File: src/rtl/paralelo_serial_com_pkg.sv
// Physical-layer definitions shared by the lane serializer and the receive-side aligner.
package paralelo_serial_com_pkg;

  localparam logic [7:0] COM_SYMBOL     = 8'hBC;
  localparam int         SYNC_COUNT_DEF = 4;

  typedef enum logic {
    INIT   = 1'b0,
    ACTIVE = 1'b1
  } state_e;

endpackage

File: src/rtl/paralelo_serial_com_bit_cnt.sv
// Free-running 3-bit bit-position counter; terminal count marks the last bit of a byte.
module paralelo_serial_com_bit_cnt (
  input  logic clk,
  input  logic reset,
  output logic tc_out
);

  logic [2:0] cnt_q, cnt_d;

  // Natural 3-bit wrap gives the 7 -> 0 return at the byte boundary.
  always_comb begin
    cnt_d = cnt_q + 3'd1;
  end

  always_ff @(posedge clk or posedge reset) begin
    if (reset) cnt_q <= 3'd0;
    else       cnt_q <= cnt_d;
  end

  assign tc_out = (cnt_q == 3'd7);

endmodule

File: src/rtl/paralelo_serial_com.sv
// Lane serializer: COM preamble after reset, then MSB-first bytes with COM idle fill.
module paralelo_serial_com
  import paralelo_serial_com_pkg::*;
#(
  parameter int SYNC_COUNT = SYNC_COUNT_DEF,
  parameter int CNT_W      = 16
) (
  input  logic             clk_32f,
  input  logic             reset,
  input  logic [7:0]       data_in,
  input  logic             valid_in,
  output logic             ready_out,
  output logic             data_out,
  output logic             sync_done_out,
  output logic [CNT_W-1:0] tx_count_out
);

  localparam logic [3:0] SYNC_LAST = 4'(SYNC_COUNT - 1);

  state_e           state_q, state_d;
  logic [3:0]       com_cnt_q, com_cnt_d;
  logic [7:0]       shreg_q, shreg_d;
  logic             sync_done_q, sync_done_d;
  logic [CNT_W-1:0] tx_count_q, tx_count_d;
  logic             boundary;
  logic             xfer;

  paralelo_serial_com_bit_cnt u_bit_cnt (
    .clk    (clk_32f),
    .reset  (reset),
    .tc_out (boundary)
  );

  // The last preamble boundary already accepts data, so the stream has no gap after sync.
  assign ready_out = boundary &
                     ((state_q == ACTIVE) || ((state_q == INIT) && (com_cnt_q == SYNC_LAST)));
  assign xfer      = valid_in & ready_out;

  always_comb begin
    state_d     = state_q;
    com_cnt_d   = com_cnt_q;
    sync_done_d = sync_done_q;
    tx_count_d  = tx_count_q + {{(CNT_W-1){1'b0}}, xfer};
    shreg_d     = {shreg_q[6:0], 1'b0};

    if (boundary) begin
      shreg_d = xfer ? data_in : COM_SYMBOL;
      if (state_q == INIT) begin
        com_cnt_d = com_cnt_q + 4'd1;
        if (com_cnt_q == SYNC_LAST) begin
          state_d     = ACTIVE;
          sync_done_d = 1'b1;
        end
      end
    end
  end

  always_ff @(posedge clk_32f or posedge reset) begin
    if (reset) begin
      state_q     <= INIT;
      com_cnt_q   <= 4'd0;
      shreg_q     <= COM_SYMBOL;
      sync_done_q <= 1'b0;
      tx_count_q  <= '0;
    end else begin
      state_q     <= state_d;
      com_cnt_q   <= com_cnt_d;
      shreg_q     <= shreg_d;
      sync_done_q <= sync_done_d;
      tx_count_q  <= tx_count_d;
    end
  end

  assign data_out      = shreg_q[7];
  assign sync_done_out = sync_done_q;
  assign tx_count_out  = tx_count_q;

endmodule

File: config.mk
export PLATFORM = sky130hd
export DESIGN_NAME = paralelo_serial_com
export DESIGN_NICKNAME = d
export VERILOG_FILES = /design/src/rtl/paralelo_serial_com_pkg.sv /design/src/rtl/paralelo_serial_com_bit_cnt.sv /design/src/rtl/paralelo_serial_com.sv
export SDC_FILE = /design/constraint.sdc
export NUM_CORES = 1
export LEC_CHECK = 0
export CAP_MARGIN = 20
export CORE_MARGIN = 3
export CORE_UTILIZATION = 36
export CTS_BUF_LIST = sky130_fd_sc_hd__clkbuf_2
export CTS_CLUSTER_SIZE = 8
export DETAILED_ROUTE_END_ITERATION = 6
export GPL_TIMING_DRIVEN = 0
export MAX_ROUTING_LAYER = met4
export PLACE_DENSITY = 0.6
export RECOVER_POWER = 100
export SLEW_MARGIN = 10
export SYNTH_ARGS = -nofsm -noshare
export SYNTH_HDL_FRONTEND = slang
export SYNTH_SLANG_ARGS = --single-unit
export TNS_END_PERCENT = 100
File: constraint.sdc
create_clock -name clk_32f -period 2.05 [get_ports clk_32f]
set_input_delay 0.41 -clock clk_32f [delete_from_list [all_inputs] [get_ports clk_32f]]
set_output_delay 0.41 -clock clk_32f [all_outputs]
set_load 0.01 [all_outputs]
Word level (Yosys, flattened, before mapping). Index checks and enable logic that the tools add are counted.

Word-level logic and storage cells: 22. Output and inout bits: 19. Register bits: 33.

Bitwise gates (word level): 3. Eq/ne operators: 2. $add $sub $neg: 3. Reductions and logical operators: 4. Muxes and demuxes: 4.

Operators with widths (count): $add A16 B1 Y16 (1); $mux W8 (2); $add A4 B1 Y4 const B (1); $eq A4 B2 Y1 const B (1); $add A3 B1 Y3 const B (1); $eq A3 B3 Y1 const B (1); $reduce_and A3 Y1 (1); $and A1 B1 Y1 (2); $mux W1 (2); $reduce_and A2 Y1 (1); $logic_and A1 B1 Y1 (1); $logic_or A1 B1 Y1 (1); $not A1 Y1 (1).

Longest topological paths before layout.
Word-level depth: 7. Depth in mapped cells: 12.

Cells and area by module. Synthesis repeated with hierarchy kept, for this count alone.

Cells, all modules: 102. Area total of the unflattened synthesis: 1357.6 sq um.

Modules (own cells, without submodules): paralelo_serial_com (cells an instance 95, instances 1, area each 1249.9 sq um); paralelo_serial_com_bit_cnt (cells an instance 7, instances 1, area each 107.6 sq um).

Least setup slack after synthesis. OpenSTA, ideal clock, no wires.

Path kind: flip-flop to flip-flop. Start: register u_bit_cnt.cnt_q[0]. End: register tx_count_q[8] (netlist: tx_count_out[8]). Path slack: -271 ps. Setup time: 126 ps. Path buffers: 2. Clock period less this slack: 2321 ps. Stages on the path, launching flop included: 13. Data arrival time: 2195 ps. Cells stage by stage: dfrtp_1 ha_1 ha_1 buf_2 o21a_1 nand2_2 inv_1 ha_1 ha_1 and3_1 buf_4 and3_4 xor2_2.

Longest elaborated chain between the ends: 4.

Ends and longest elaborated chain: start: declaration (RTL line paralelo_serial_com_bit_cnt.sv:8) `logic [2:0] cnt_q, cnt_d;`; start signal: assignment (RTL line paralelo_serial_com_bit_cnt.sv:17) `else cnt_q <= cnt_d;`; $eq A3 B3 Y1 (RTL line paralelo_serial_com_bit_cnt.sv:20) `assign tc_out = (cnt_q == 3'd7);`; $and A1 B1 Y1 (RTL line paralelo_serial_com.sv:35) `assign ready_out = boundary &`; named net ready_out (RTL line paralelo_serial_com.sv:12) `output logic ready_out,`; $and A1 B1 Y1 (RTL line paralelo_serial_com.sv:37) `assign xfer = valid_in & ready_out;`; $add A16 B1 Y16 (RTL line paralelo_serial_com.sv:43) `tx_count_d = tx_count_q + {{(CNT_W-1){1'b0}}, xfer};`; named net tx_count_d[8] (RTL line paralelo_serial_com.sv:24) `logic [CNT_W-1:0] tx_count_q, tx_count_d;`; end signal: assignment (RTL line paralelo_serial_com.sv:70) `tx_count_q <= tx_count_d;`; end: declaration (RTL line paralelo_serial_com.sv:24).

The timed path passes the listed nets, and every way through them passes these cells. A chain may end at the register's enable or synchronous reset.

Worst setup path after layout.
Start: register com_cnt_q[1]. End: register tx_count_q[8] (netlist: tx_count_out[8]).

Longest elaborated chain between the ends: 6.

Ends and longest elaborated chain: start: declaration (RTL line paralelo_serial_com.sv:21) `logic [3:0] com_cnt_q, com_cnt_d;`; start signal: assignment (RTL line paralelo_serial_com.sv:67) `com_cnt_q <= com_cnt_d;`; $eq A4 B2 Y1 (RTL line paralelo_serial_com.sv:36) `((state_q == ACTIVE) || ((state_q == INIT) && (com_cnt_q == SYNC_LAST)));`; $logic_and A1 B1 Y1 (RTL line paralelo_serial_com.sv:36); $logic_or A1 B1 Y1 (RTL line paralelo_serial_com.sv:36); $and A1 B1 Y1 (RTL line paralelo_serial_com.sv:35); $and A1 B1 Y1 (RTL line paralelo_serial_com.sv:37); $add A16 B1 Y16 (RTL line paralelo_serial_com.sv:43); named net tx_count_d[8] (RTL line paralelo_serial_com.sv:24).

The timed path passes the listed nets, and every way through them passes these cells.

==> impl_metrics.csv <==
group,metric,value,unit
global_route,grt_first_pass_wirelength,4.21,mm
cells_and_area,stdcell_area,1950,um2
critical_path,cp_max_fo,5,
timing,layout_setup_ws,0.0445,ns
cells_and_area,final_cell_mix,"dfrtp_1 (28), clkdlybuf4s50_1 (27), xnor2_1 (11), buf_4 (11), nand3_1 (9)",
cells_and_area,multi_input_area,571,um2
detailed_routing,drc,0,
cells_and_area,area_growth,46.5,%
yosys,ys_warn_count,0,
yosys,yosysSeqAreaShare,62.5,%
yosys,synth_cell_type_count,22,
yosys,syn_nets,114,
timing,worst_slew_pin_slew,0.956,ns
critical_path,cpMaxStageDelayCell,"dfrtp_1",
yosys,synth_flop_cell,"dfrtp_1",
timing,slew_headroom,36.2,%
critical_path,cpPeakStageDelay,0.41,ns
cells_and_area,regArea,832,um2
cells_and_area,insertedDiodeCount,0,
clock_tree,clkTransAtPathRegs,0.17,ns
global_route,grt_max_degree,23,
timing,timing.hold.ws,0.441,ns
pwr,totalPowerFinal,1.29,mW
placement,gp_congestion,0.694,
clock_tree,cts_sinks,33,
timing,slew_violations,0,
placement,placed_area,1790,um2
timing,tns,0,ns
die,io-pin-count,30,
die,die_h,66.8,um
detailed_routing,firstDrtPassIters,2,
critical_path,path_cells,"ha_2, nor3b_4, o21a_4, nand2_4, inv_6, ha_4, ha_4, and3_4, and3_4, xor2_2",
global_route,grt_usage,13.3,%
yosys,synth.avg_cell_area,13.7,um2
critical_path,endpoint_kind,"flop",
die,coreArea,3440,um2
die,rows,21,
placement,pre_cts_ws,-0.129,ns
global_route,grt.overflow.total,0,
yosys,async_flop_share,100,%
detailed_routing,drtIter0Drc,16,
timing,setup_violations,0,
timing,period_needed,2.01,ns
cells_and_area,final_common_cell,"dfrtp_1",
pwr,vdd_ir_drop_max,0.000416,V
clock_tree,clk_path_buf_depth,2,
timing,finalClockSkew,0.0132,ns
yosys,syn_inst,97,
placement,io_buffers,29,
critical_path,cp.arrival,2.26,ns
detailed_routing,viasPerCell,4.67,
critical_path,worstPathRequired,2.31,ns
cells_and_area,final_util,56.7,%
clock_tree,clock_latency,0.36,ns
cells_and_area,fin_cells,190,
run_status,outcome,"completed",
cells_and_area,fillers,286,
placement,dp_hpwl,1.80,mm
critical_path,start_kind,"flop",
critical_path,critical_path_class,"reg -> reg",
die,die_w,66.8,um
yosys,synth_edf_count,0,
detailed_routing,drt-total-wl,2.53,mm
clock_tree,cts_tree,"yes",
timing,finalCritPeriodShare,97.8,%
detailed_routing,num_vias,888,
clock_tree,clock-root-buffer,"clkbuf_2",
yosys,synth_seq_cells,33,
clock_tree,hold_buffers,0,
global_route,antenna_found_initial,0,
clock_tree,cts_buffers,5,
cells_and_area,drive_gt1_share,29.9,%
pwr,p_leak,0.891,nW
hold_path,holdCritPathClass,"reg -> reg",
global_route,grt_pass1_vias,925,
die,start_util,38.7,%
cells_and_area,final_nets,160,
run,maxCapViolCount,0,
clock_tree,htreeDepth,2,
timing,hold_viol,0,
die,dieArea,4460,um2
pwr,power_density,659,nW/um2
detailed_routing,wl_per_cell,13.3,um
timing,rsz0062_at_grt,"yes",
timing,max_freq,0.499,GHz
placement,placed_cells,173,
detailed_routing,ant_nets,0,
yosys,syn_area,1330,um2
[cell type report]
class | count | share of cell area [%]
Multi-Input combinational cell | 58 | 29.2
Sequential cell | 33 | 42.7
Tap cell | 46 | 2.95
Inverter | 4 | 1.03
Clock buffer | 5 | 1.28
Timing Repair Buffer | 41 | 19.5
Clock inverter | 3 | 3.34
[cell families (layout without fill, tap and decap cells)]
family	count (synthesis)	in the layout	synth area share [%]
flip-flops	33	33	62.5
AND/OR/NAND/NOR	24	24	10.9
XOR/XNOR	17	17	11.7
AO/OA/AOI/OAI	10	10	6.30
adder cells (fa/ha/maj)	6	6	5.64
buffers and inverters	6	53	2.07
multiplexers	1	1	0.846
[worst max-delay path: cells and delay by family (launching register included)]
kind / cells / cell delay, ns
simple gates: 4 / 0.59
buf+inv: 1 / 0.04
flops: 1 / 0.41
compound gates: 1 / 0.23
fa+ha+maj: 3 / 0.49
xor+xnor: 1 / 0.14
[where the power goes]
| group | leakage, nW | total, mW | internal (mW) | switching, mW |
|---|---|---|---|---|
| clock network | 0.0529 | 0.542 | 0.327 | 0.214 |
| registers | 0.415 | 0.682 | 0.668 | 0.0138 |
| logic | 0.423 | 0.0621 | 0.0371 | 0.0249 |
[Yosys cell counts (all sizes together) (2+ instances only)]
| master | number | area [um2] |
|---|---|---|
| dfrtp | 28 | 701 |
| xnor2 | 11 | 96.3 |
| and3 | 10 | 72.6 |
| nand3 | 9 | 45.0 |
| ha | 6 | 75.1 |
| xor2 | 6 | 60.1 |
| dfstp | 5 | 131 |
| o22a | 5 | 43.8 |
| inv | 4 | 15.0 |
| a21o | 2 | 15.0 |
| a22o | 2 | 17.5 |
| buf | 2 | 12.5 |
| nand2 | 2 | 10.0 |
[metal layers]
layer / up-vias / GRT usage (%) / part of all wire, %
li1: 426 / - / -
met5: - / - / 0
met2: 18 / 21.7 / 51
met1: 439 / 14.7 / 43
met4: 0 / 6.85 / 1.7
met3: 5 / 3.88 / 4.3
[sequential cells by signal (all words and copies together), names as in the netlist]
signal           flops
state_q              1
sync_done_out        1
tx_count_out        16
shreg_q              8
u_bit_cnt.cnt_q      3
com_cnt_q            4
[worst paths after layout]
check	from	to	slack, ns	cells past startpoint
worst max-delay path	com_cnt_q[1]	tx_count_out[8]	0.04	10
min in group asynchronous	reset	tx_count_out[6]	0.45	2
worst max register to register	com_cnt_q[1]	tx_count_out[8]	0.04	10
max in group asynchronous	reset	shreg_q[1]	0.35	3
worst min register to register	u_bit_cnt.cnt_q[0]	u_bit_cnt.cnt_q[0]	0.44	1
worst min-delay path	u_bit_cnt.cnt_q[0]	u_bit_cnt.cnt_q[0]	0.44	1
[what timing repair did]
item                       CTS  global route
buffers inserted             5             6
gates resized for setup      4             5
pin swaps                    3             3
setup endpoints to repair    9             4
(Power assumes the default switching activity.)
